## src/rtl/ps2_mouse_decoder.sv

```systemverilog
// ps2_mouse_decoder
//   Receive-only PS/2 mouse front end. Synchronises the raw PS/2 clock and
//   data lines, deframes 11-bit frames (start, 8 data LSB first, odd parity,
//   stop), assembles 3-byte stream-mode packets and integrates the movement
//   into clamped absolute cursor coordinates plus button levels.
//
// Ports
//   CLK_50MHZ  in   system clock
//   MASTER_RST in   asynchronous active-low reset
//   PS2_CLK    in   raw PS/2 clock (asynchronous to CLK_50MHZ)
//   PS2_DATA   in   raw PS/2 data  (asynchronous to CLK_50MHZ)
//   XCOORD     out  cursor X, 0..X_MAX
//   YCOORD     out  cursor Y, 0..Y_MAX, 0 = top of screen
//   L_BUTTON   out  left button level
//   R_BUTTON   out  right button level
//   M_BUTTON   out  middle button level
//   PKT_VALID  out  one-cycle pulse when a packet updates the outputs
//   FRAME_ERR  out  one-cycle pulse on start/parity/stop error or timeout
module ps2_mouse_decoder #(
  parameter int X_MAX   = 639,
  parameter int Y_MAX   = 479,
  parameter int X_INIT  = 320,
  parameter int Y_INIT  = 240,
  parameter int TIMEOUT = 50000
) (
  input  logic        CLK_50MHZ,
  input  logic        MASTER_RST,
  input  logic        PS2_CLK,
  input  logic        PS2_DATA,
  output logic [11:0] XCOORD,
  output logic [11:0] YCOORD,
  output logic        L_BUTTON,
  output logic        R_BUTTON,
  output logic        M_BUTTON,
  output logic        PKT_VALID,
  output logic        FRAME_ERR
);

  localparam int TO_W = $clog2(TIMEOUT + 1);
  localparam logic [TO_W-1:0]  TO_MAX   = TO_W'(TIMEOUT);
  localparam logic signed [13:0] X_MAX_S = 14'(X_MAX);
  localparam logic signed [13:0] Y_MAX_S = 14'(Y_MAX);

  typedef enum logic [1:0] {
    ST_IDLE   = 2'd0,
    ST_DATA   = 2'd1,
    ST_PARITY = 2'd2,
    ST_STOP   = 2'd3
  } frame_state_t;

  // ---------------------------------------------------------------------------
  // Input synchronisers. clk_sync_reg[1] is the synchronised clock and
  // clk_sync_reg[2] its previous value, so data_sync_reg[1] lines up with
  // clk_sync_reg[1] for sampling.
  // ---------------------------------------------------------------------------
  logic [2:0] clk_sync_reg;
  logic [1:0] data_sync_reg;
  logic       ps2_fall;
  logic       ps2_data;

  always_ff @(posedge CLK_50MHZ or negedge MASTER_RST) begin
    if (!MASTER_RST) begin
      clk_sync_reg  <= 3'b111;
      data_sync_reg <= 2'b11;
    end else begin
      clk_sync_reg  <= {clk_sync_reg[1:0], PS2_CLK};
      data_sync_reg <= {data_sync_reg[0], PS2_DATA};
    end
  end

  assign ps2_fall = clk_sync_reg[2] & ~clk_sync_reg[1];
  assign ps2_data = data_sync_reg[1];

  // ---------------------------------------------------------------------------
  // Frame FSM
  // ---------------------------------------------------------------------------
  frame_state_t state_reg, state_next;
  logic [2:0]   bit_cnt_reg;
  logic [7:0]   shift_reg;
  logic         parity_reg;
  logic [7:0]   rx_byte_reg;
  logic         byte_valid_reg;
  logic         byte_err_reg;

  logic start_ok, start_err, shift_en, parity_en, stop_en;
  logic byte_good, byte_done_good, byte_done_bad;

  logic [TO_W-1:0] to_cnt_reg;
  logic            to_active;
  logic            timeout_hit;

  logic [1:0]      pkt_idx_reg;

  // State register
  always_ff @(posedge CLK_50MHZ or negedge MASTER_RST) begin
    if (!MASTER_RST) state_reg <= ST_IDLE;
    else             state_reg <= state_next;
  end

  // Next-state logic
  always_comb begin
    state_next = state_reg;
    if (timeout_hit) begin
      state_next = ST_IDLE;
    end else if (ps2_fall) begin
      case (state_reg)
        ST_IDLE:   if (!ps2_data) state_next = ST_DATA;
        ST_DATA:   if (bit_cnt_reg == 3'd7) state_next = ST_PARITY;
        ST_PARITY: state_next = ST_STOP;
        ST_STOP:   state_next = ST_IDLE;
        default:   state_next = ST_IDLE;
      endcase
    end
  end

  // Output logic: per-edge strobes for the frame datapath
  always_comb begin
    start_ok  = 1'b0;
    start_err = 1'b0;
    shift_en  = 1'b0;
    parity_en = 1'b0;
    stop_en   = 1'b0;
    case (state_reg)
      ST_IDLE: begin
        start_ok  = ps2_fall & ~ps2_data;
        start_err = ps2_fall &  ps2_data;
      end
      ST_DATA:   shift_en  = ps2_fall;
      ST_PARITY: parity_en = ps2_fall;
      ST_STOP:   stop_en   = ps2_fall;
      default: ;
    endcase
    // Odd parity: data bits plus parity bit must XOR to 1; stop bit must be 1.
    byte_good      = ps2_data & (^{shift_reg, parity_reg});
    byte_done_good = stop_en & byte_good;
    byte_done_bad  = stop_en & ~byte_good;
  end

  // Frame datapath
  always_ff @(posedge CLK_50MHZ or negedge MASTER_RST) begin
    if (!MASTER_RST) begin
      bit_cnt_reg    <= 3'd0;
      shift_reg      <= 8'd0;
      parity_reg     <= 1'b0;
      rx_byte_reg    <= 8'd0;
      byte_valid_reg <= 1'b0;
      byte_err_reg   <= 1'b0;
    end else begin
      if (start_ok)      bit_cnt_reg <= 3'd0;
      else if (shift_en) bit_cnt_reg <= bit_cnt_reg + 3'd1;
      if (shift_en)       shift_reg   <= {ps2_data, shift_reg[7:1]};
      if (parity_en)      parity_reg  <= ps2_data;
      if (byte_done_good) rx_byte_reg <= shift_reg;
      byte_valid_reg <= byte_done_good;
      byte_err_reg   <= byte_done_bad;
    end
  end

  // ---------------------------------------------------------------------------
  // Inactivity timeout: armed while a frame or a packet is partly received.
  // ---------------------------------------------------------------------------
  assign to_active   = (state_reg != ST_IDLE) || (pkt_idx_reg != 2'd0);
  assign timeout_hit = to_active && !ps2_fall && (to_cnt_reg == TO_MAX);

  always_ff @(posedge CLK_50MHZ or negedge MASTER_RST) begin
    if (!MASTER_RST)                              to_cnt_reg <= '0;
    else if (ps2_fall || timeout_hit || !to_active) to_cnt_reg <= '0;
    else                                           to_cnt_reg <= to_cnt_reg + 1'b1;
  end

  // ---------------------------------------------------------------------------
  // Packet assembler. Only the header fields that matter are kept.
  // ---------------------------------------------------------------------------
  logic [2:0] btn_pend_reg;
  logic       x_sign_reg, y_sign_reg, x_ovf_reg, y_ovf_reg;
  logic [7:0] dx_raw_reg;
  logic       pkt_apply;

  always_ff @(posedge CLK_50MHZ or negedge MASTER_RST) begin
    if (!MASTER_RST) begin
      pkt_idx_reg  <= 2'd0;
      btn_pend_reg <= 3'd0;
      x_sign_reg   <= 1'b0;
      y_sign_reg   <= 1'b0;
      x_ovf_reg    <= 1'b0;
      y_ovf_reg    <= 1'b0;
      dx_raw_reg   <= 8'd0;
    end else if (timeout_hit || byte_err_reg) begin
      pkt_idx_reg <= 2'd0;
    end else if (byte_valid_reg) begin
      case (pkt_idx_reg)
        2'd0: begin
          // Header must have bit3 set; 0xFA is a command ACK, not a header.
          if (rx_byte_reg[3] && rx_byte_reg != 8'hFA) begin
            btn_pend_reg <= rx_byte_reg[2:0];
            x_sign_reg   <= rx_byte_reg[4];
            y_sign_reg   <= rx_byte_reg[5];
            x_ovf_reg    <= rx_byte_reg[6];
            y_ovf_reg    <= rx_byte_reg[7];
            pkt_idx_reg  <= 2'd1;
          end
        end
        2'd1: begin
          dx_raw_reg  <= rx_byte_reg;
          pkt_idx_reg <= 2'd2;
        end
        default: pkt_idx_reg <= 2'd0;
      endcase
    end
  end

  assign pkt_apply = byte_valid_reg && (pkt_idx_reg == 2'd2) &&
                     !timeout_hit && !byte_err_reg;

  // ---------------------------------------------------------------------------
  // Coordinate integration. The third byte is used straight from rx_byte_reg
  // so the outputs land one cycle after it is accepted.
  // ---------------------------------------------------------------------------
  logic [11:0] x_reg, y_reg;
  logic        l_reg, r_reg, m_reg, pkt_valid_reg, frame_err_reg;
  logic [8:0]  dx9, dy9;
  logic signed [13:0] dx14, dy14, x_sum, y_sum;
  logic [11:0] x_new, y_new;

  always_comb begin
    dx9  = x_ovf_reg ? 9'd0 : {x_sign_reg, dx_raw_reg};
    dy9  = y_ovf_reg ? 9'd0 : {y_sign_reg, rx_byte_reg};
    dx14 = {{5{dx9[8]}}, dx9};
    dy14 = {{5{dy9[8]}}, dy9};
    x_sum = $signed({2'b00, x_reg}) + dx14;
    // Mouse-up is positive dY but screen Y grows downwards.
    y_sum = $signed({2'b00, y_reg}) - dy14;
    if (x_sum[13])            x_new = 12'd0;
    else if (x_sum > X_MAX_S) x_new = 12'(X_MAX);
    else                      x_new = x_sum[11:0];
    if (y_sum[13])            y_new = 12'd0;
    else if (y_sum > Y_MAX_S) y_new = 12'(Y_MAX);
    else                      y_new = y_sum[11:0];
  end

  always_ff @(posedge CLK_50MHZ or negedge MASTER_RST) begin
    if (!MASTER_RST) begin
      x_reg         <= 12'(X_INIT);
      y_reg         <= 12'(Y_INIT);
      l_reg         <= 1'b0;
      r_reg         <= 1'b0;
      m_reg         <= 1'b0;
      pkt_valid_reg <= 1'b0;
      frame_err_reg <= 1'b0;
    end else begin
      pkt_valid_reg <= pkt_apply;
      frame_err_reg <= start_err | byte_done_bad | timeout_hit;
      if (pkt_apply) begin
        x_reg <= x_new;
        y_reg <= y_new;
        l_reg <= btn_pend_reg[0];
        r_reg <= btn_pend_reg[1];
        m_reg <= btn_pend_reg[2];
      end
    end
  end

  assign XCOORD    = x_reg;
  assign YCOORD    = y_reg;
  assign L_BUTTON  = l_reg;
  assign R_BUTTON  = r_reg;
  assign M_BUTTON  = m_reg;
  assign PKT_VALID = pkt_valid_reg;
  assign FRAME_ERR = frame_err_reg;

endmodule

```

## config.mk

```make
export PLATFORM = sky130hd
export DESIGN_NAME = ps2_mouse_decoder
export DESIGN_NICKNAME = d
export VERILOG_FILES = /design/src/rtl/ps2_mouse_decoder.sv
export SDC_FILE = /design/constraint.sdc
export NUM_CORES = 1
export LEC_CHECK = 0
export CELL_PAD_IN_SITES_DETAIL_PLACEMENT = 1
export CELL_PAD_IN_SITES_GLOBAL_PLACEMENT = 1
export CORE_ASPECT_RATIO = 1.1
export CORE_UTILIZATION = 35
export CTS_CLUSTER_SIZE = 10
export DETAILED_ROUTE_END_ITERATION = 10
export PLACE_DENSITY_LB_ADDON = 0.1
export SLEW_MARGIN = 10
export SYNTH_ARGS = -nofsm -noshare
export SYNTH_HDL_FRONTEND = slang
export SYNTH_SLANG_ARGS = --single-unit
```

## constraint.sdc

```tcl
create_clock -name CLK_50MHZ -period 3.21 [get_ports CLK_50MHZ]
set_clock_uncertainty 0.2 [all_clocks]
set_input_delay 0.642 -clock CLK_50MHZ [delete_from_list [all_inputs] [get_ports CLK_50MHZ]]
set_output_delay 0.642 -clock CLK_50MHZ [all_outputs]
set_load 0.05 [all_outputs]
```

==> results of run 1 <==
## kinds of logic after synthesis
family | count (synthesis) | synth area share
AOI/OAI and AO/OA | 101 | 0.144
xor gates and xnor gates | 35 | 0.0594
adders and majority gates | 36 | 0.0902
buffers and inverters | 33 | 0.0262
DFF | 91 | 0.444
muxes | 33 | 0.0718
and+or+nand+nor | 162 | 0.165
## final cells by class
type,instances,share of cell area
timing repair buffer,71,0.0979
sequential,91,0.360
clock buffer,11,0.0381
inverter,23,0.0136
tap,192,0.0377
multi-input combinational,367,0.445
clock inverter,5,0.00825
## worst min path at each step
stage | slack (ns) | end | from
floorplan | 0.15 | FRAME_ERR | MASTER_RST
global placement | 0.15 | data_sync_reg[1] | data_sync_reg[0]
detailed placement | 0.15 | data_sync_reg[1] | data_sync_reg[0]
CTS | 0.13 | YCOORD[10] | MASTER_RST
global route | 0.16 | YCOORD[10] | MASTER_RST
finish | 0.11 | YCOORD[10] | MASTER_RST
## power breakdown
part	internal [uW]	total, uW	leakage (uW)	switching [uW]
registers	1290	1420	0.00121	126
logic	802	1640	0.00161	841
clock network	621	1070	0.000145	449
total	2720	4130	0.00296	1420
## placed cells by master (no fill, tap or decap), drive strengths merged, types with 4 or more instances in the layout
cell type and instances:
or2 4, a31oi 4, xnor2 18, mux2 32, o21ai 19, nor2 30
dfrtp 80, or3 6, dfstp 11, buf 40, nand2b 8, nand3 13
a221o 9, and2 4, clkbuf 11, ha 34, nor2b 15, nand4 9
a21o 5, inv 23, a211oi 5, nor3 15, xor2 17, clkdlybuf4s50 31
a22o 5, o221a 8, and3 4, nand2 40, a21oi 22
## metal layers
metal,global-route usage,up-vias,share of wire
li1,-,1928,-
met1,0.207,2002,0.44
met2,0.329,42,0.52
met3,0.0233,16,0.019
met4,0.0777,0,0.019
met5,0,-,0
## repair_timing
action	in CTS	in global routing
pin swaps	0	1
setup endpoints to repair	8	19
gates cloned	0	0
endpoints found under the hold margin	0	0
gates resized for setup	6	20
buffers inserted	0	1
## per-stage QoR
stage                      util  instance area [um2]  power (uW)  hold slack, ns
final                     0.442                 6370        4130           0.106
after global routing      0.442                 6370        4400           0.156
after CTS                 0.437                 6290        4140           0.132
after detailed placement  0.415                 5970        2980           0.148
after global placement    0.415                 5970        2930           0.146
after floorplan               -                 5160        2430           0.145
## worst max-delay path: cells and delay by family (launching register included)
family,cells,cell delay [ns]
AO/OA/AOI/OAI,5,1.43
adder cells (fa/ha/maj),2,0.42
flip-flops,1,0.39
AND/OR/NAND/NOR,4,0.53
==> results.json, run 1 <==
{
  "max_stage_delay_ns": 0.42,
  "hold_violations": 0,
  "fin_cells": 760,
  "r2r-end": "YCOORD[3]",
  "yosys.area.top_type": "dfrtp_1",
  "wl_per_cell_um": 16.7,
  "die-width_um": 118,
  "yosys.cell_count.top_type": "dfrtp_1",
  "end_kind": "flop",
  "synth_area_leaders": "dfrtp_1 39%, ha_1 8.2%, mux2_2 7.0%",
  "slew_violations": 0,
  "grt_pass1_vias": 4307,
  "clock_latency_ns": 0.35,
  "setup_viol": 0,
  "fillers": 1610,
  "cp_max_fo": 8,
  "layout.nets": 603,
  "ys_ff_latch": 91,
  "status": "complete, no violations",
  "dp_hpwl_um": 9560,
  "diodes": 0,
  "crit_end": "YCOORD[3]",
  "cts.clk_slew.worst_paths_ns": 0.06,
  "viasPerCell": 5.25,
  "crit_type": "reg2reg",
  "cts_hold_buffers": 0,
  "ant_nets": 0,
  "setup_tns_ns": 0,
  "yosysTopAreaCellShare": 0.388,
  "grt_max_degree": 48,
  "max_freq_mhz": 322,
  "grt_use_total": 0.178,
  "synth_nets": 531,
  "rrSetupSlack_ns": 0.11,
  "ys.warnings.count": 0,
  "grt_overflow": 0,
  "placedCellCount": 743,
  "drc_errors": 0,
  "largest_reg_flops": 16,
  "crit_slowest_cell": "o311a_4",
  "synth_area_um2": 5160,
  "antenna_found_initial": 0,
  "cts_max_path_buffers": 2,
  "crit_path_frequent_cell": "a221o_1",
  "multi_input_area_um2": 2830,
  "cts_tree": "yes",
  "ys_seq_area_frac": 0.444,
  "fin_ws_ns": 0.107,
  "powerDensity_nw_per_um2": 649,
  "firstDrtPassIters": 4,
  "period_share": 0.967,
  "p_leak_uw": 0.00296,
  "start_kind": "flop",
  "required_ns": 3.24,
  "syn_to_final_growth_pct": 23.3,
  "numCtsBuffers": 9,
  "crit_start": "y_ovf_reg",
  "synth_edf_count": 0,
  "drv_cap": 0,
  "path_cells": "nor2b_1 -> ha_2 -> fa_2 -> nor2b_2 -> o2111a_1 -> o311a_4 -> nor4b_4 -> a221o_1 -> nand4_1 -> a22o_4 -> a221o_1",
  "hp-class": "in2async",
  "async_flop_share": 1.00,
  "slew_headroom": 0.545,
  "drive_gt1_frac": 0.239,
  "h-tree-depth": 3,
  "reg2regPathDepth": 11,
  "avgSynthCellArea_um2": 10.5,
  "layout_min_cycle_time_ns": 3.10,
  "r2r-start": "y_ovf_reg",
  "initial_core_util": 0.359,
  "num_vias": 3988,
  "grt_pass1_wl_um": 21300,
  "arrival_ns": 3.13,
  "synth-main-ff-cell": "dfrtp_1",
  "wl_um": 12700,
  "drtIter0Drc": 147,
  "io_pins": 33,
  "rows": 46,
  "gp_congestion": 0.866,
  "max-vdd-ir-drop_uv": 333,
  "grt_setup_unrepaired": "true",
  "worstMarginPinSlew_ns": 0.680,
  "io_buffers": 32,
  "regArea_um2": 2290,
  "cts.sinks": 91,
  "die_h_um": 129,
  "core_um2": 14400,
  "synth_cell_type_count": 62,
  "cts_root_buf": "clkbuf_16",
  "pre_cts_ws_ns": -0.0927,
  "syn_inst": 491,
  "synth_common_cells": "80 x dfrtp_1, 40 x nand2_1, 34 x ha_1",
  "die_area_um2": 15200
}
No activity file was read; power rests on OpenSTA's default activity.
==> run 2: changes to the inputs <==
--- a/config.mk
+++ b/config.mk
@@ -8,6 +8,7 @@
 export CELL_PAD_IN_SITES_DETAIL_PLACEMENT = 1
 export CELL_PAD_IN_SITES_GLOBAL_PLACEMENT = 1
 export CORE_ASPECT_RATIO = 1.1
+export CORE_MARGIN = 5
 export CORE_UTILIZATION = 35
 export CTS_CLUSTER_SIZE = 10
 export DETAILED_ROUTE_END_ITERATION = 10
==> run 2 against run 1 <==
Effect of this change:
- the flow now finishes with violations (setup timing)
- count of clock-buffer cells in the layout shrank 1
- die area grew 13%
- hold slack lost 0.0014 ns
- sequential share of layout area shrank 0.56 points
- clock power is essentially flat
- utilization grew 0.53 points
- sequential power is essentially flat
- first-iteration DRC count shrank 16%
- via count grew 0.85%
- power grew 2.6%
- non-clock buffer count grew 8
- critical path type unchanged
- largest cell class unchanged
==> results.json, run 2 (synthesized netlist as in run 1, its figures left out) <==
{
  "hold_violations": 0,
  "p_int_uw": 2760,
  "required_ns": 3.24,
  "slew_violations": 0,
  "rows": 46,
  "max_freq_mhz": 311,
  "power.switching_uw": 1470,
  "crit_slowest_cell": "dfrtp_1",
  "p_leak_uw": 0.00299,
  "final_cell_area_um2": 6470,
  "clock_latency_ns": 0.35,
  "post-route-util": 0.448,
  "max_stage_delay_ns": 0.41,
  "drtIter0Drc": 123,
  "core_um2": 14400,
  "cts.clk_slew.worst_paths_ns": 0.07,
  "largest_reg_flops": 16,
  "diodes": 0,
  "cp_max_fo": 8,
  "start_kind": "flop",
  "numCtsBuffers": 9,
  "cts_tree": "yes",
  "grt_busiest_layer": "met2",
  "r2r-end": "YCOORD[8]",
  "p_clk_frac": 0.256,
  "grt_use_total": 0.158,
  "switching_share": 0.348,
  "slew_headroom": 0.543,
  "p_comb_frac": 0.407,
  "die_area_um2": 17300,
  "layout.nets": 611,
  "cts_root_buf": "clkbuf_16",
  "pwr-share-seq": 0.337,
  "layout_min_cycle_time_ns": 3.21,
  "io_buffers": 32,
  "met3_usage": 0.0229,
  "die_h_um": 137,
  "cts.sinks": 91,
  "use_met2": 0.279,
  "grt_overflow": 0,
  "h-tree-depth": 3,
  "die-width_um": 126,
  "crit_type": "reg2reg",
  "max-vdd-ir-drop_uv": 313,
  "antenna_found_initial": 0,
  "cpLargestDelayFamily": "compound AO/OA/AOI/OAI gates",
  "grt_setup_unrepaired": "true",
  "reg2regPathDepth": 12,
  "num_vias": 4022,
  "drive_gt1_frac": 0.253,
  "grtUsageMet1": 0.200,
  "cts_hold_buffers": 0,
  "dp_hpwl_um": 9750,
  "hp-class": "in2async",
  "violations": "setup timing",
  "fin_ws_ns": -0.00291,
  "gp_congestion": 0.813,
  "syn_to_final_growth_pct": 25.3,
  "end_kind": "flop",
  "status": "complete, but fails checks",
  "drv_cap": 0,
  "r2r-start": "y_ovf_reg",
  "worstMarginPinSlew_ns": 0.684,
  "hold_ws_ns": 0.105,
  "final_common_cell": "dfrtp_1",
  "grt_max_degree": 48,
  "firstDrtPassIters": 4,
  "viasPerCell": 5.24,
  "final_cell_mix": "80 x dfrtp_1, 47 x buf_4, 39 x nand2_1",
  "ant_nets": 0,
  "grt_pass1_vias": 4234,
  "cts_max_path_buffers": 2,
  "powerDensity_nw_per_um2": 655,
  "arrival_ns": 3.25,
  "initial_core_util": 0.357,
  "io_pins": 33,
  "period_share": 1.00,
  "rrSetupSlack_ns": -0.003,
  "pre_cts_ws_ns": -0.126,
  "cp_num_buf_inv": 1,
  "grt_pass1_wl_um": 22100,
  "drc_errors": 0,
  "wl_um": 13100,
  "wl_per_cell_um": 17.1,
  "path_cells": "nor2b_2 -> ha_2 -> fa_2 -> nor2b_2 -> o2111a_2 -> o311a_4 -> buf_4 -> nor3_1 -> a221o_1 -> nand4_1 -> a22o_4 -> a221o_1",
  "placed_cell_area_um2": 6000,
  "setup_viol": 1
}
[run 2: cell types whose count changed in the layout (fill, tap and decap cells not counted), sizes merged]
cell,before,now
buf,40,48
clkbuf,11,10
inv,23,24
[run 2: what timing repair did]
action / in CTS / in global routing
buffers inserted: 1 / 4
endpoints found under the setup margin: 8 / 17
gates resized for setup: 9 / 23
pin swaps: 0 / 9
[run 2: metrics by stage]
step / TNS (ns) / total power (uW) / cells
after detailed placement: -0.869 / 2990 / 747
after global routing: -1.09 / 4540 / 768
after global placement: 0 / 2930 / 747
after floorplan: 0 / 2430 / 491
final: -0.00291 / 4240 / 768
after CTS: 0 / 4160 / 764
[run 2: cell type report]
class                      instances  area, um2
clock buffer                      10        229
tap                              192        240
timing repair buffer              79        683
multi-input combinational        367       2870
sequential                        91       2290
clock inverter                     6       65.1
fill                            1583       7980
inverter                          23       86.3
[run 2: worst max path at each step]
| stage | from | slack, ns | cells after the start | end |
|---|---|---|---|---|
| 3_5_place_dp | y_ovf_reg | -0.13 | 11 | YCOORD[1] |
| 5_1_grt | y_ovf_reg | -0.16 | 12 | YCOORD[8] |
| 4_1_cts | y_ovf_reg | 0.03 | 11 | YCOORD[0] |
| 2_1_floorplan | YCOORD[2] | 0.02 | 9 | YCOORD[2] |
| 3_3_place_gp | y_ovf_reg | 0.04 | 11 | YCOORD[8] |
| 6_report | y_ovf_reg | -0.003 | 12 | YCOORD[8] |
[run 2: routing by layer]
metal / wire length [um] / up-vias / part of all wire
li1: - / 1939 / -
met1: 5930 / 2013 / 0.45
met2: 6650 / 52 / 0.51
met3: 279 / 18 / 0.021
met4: 250 / 0 / 0.019
met5: 0 / - / 0
[run 2: power groups by stage]
stage               logic, uW  clock network (uW)  registers [uW]
floorplan                1000                   0            1430
global placement         1490                   0            1450
detailed placement       1530                   0            1450
CTS                      1610                1110            1430
global route             1920                1170            1450
finish                   1720                1080            1430
==> run 3: changes to the inputs <==
--- a/config.mk
+++ b/config.mk
@@ -5,6 +5,7 @@
 export SDC_FILE = /design/constraint.sdc
 export NUM_CORES = 1
 export LEC_CHECK = 0
+export ABC_CLOCK_PERIOD_IN_PS = 3210
 export CELL_PAD_IN_SITES_DETAIL_PLACEMENT = 1
 export CELL_PAD_IN_SITES_GLOBAL_PLACEMENT = 1
 export CORE_ASPECT_RATIO = 1.1
==> results of run 3 <==
No change in the layout: final DEF, timing and power equal those of run 2.
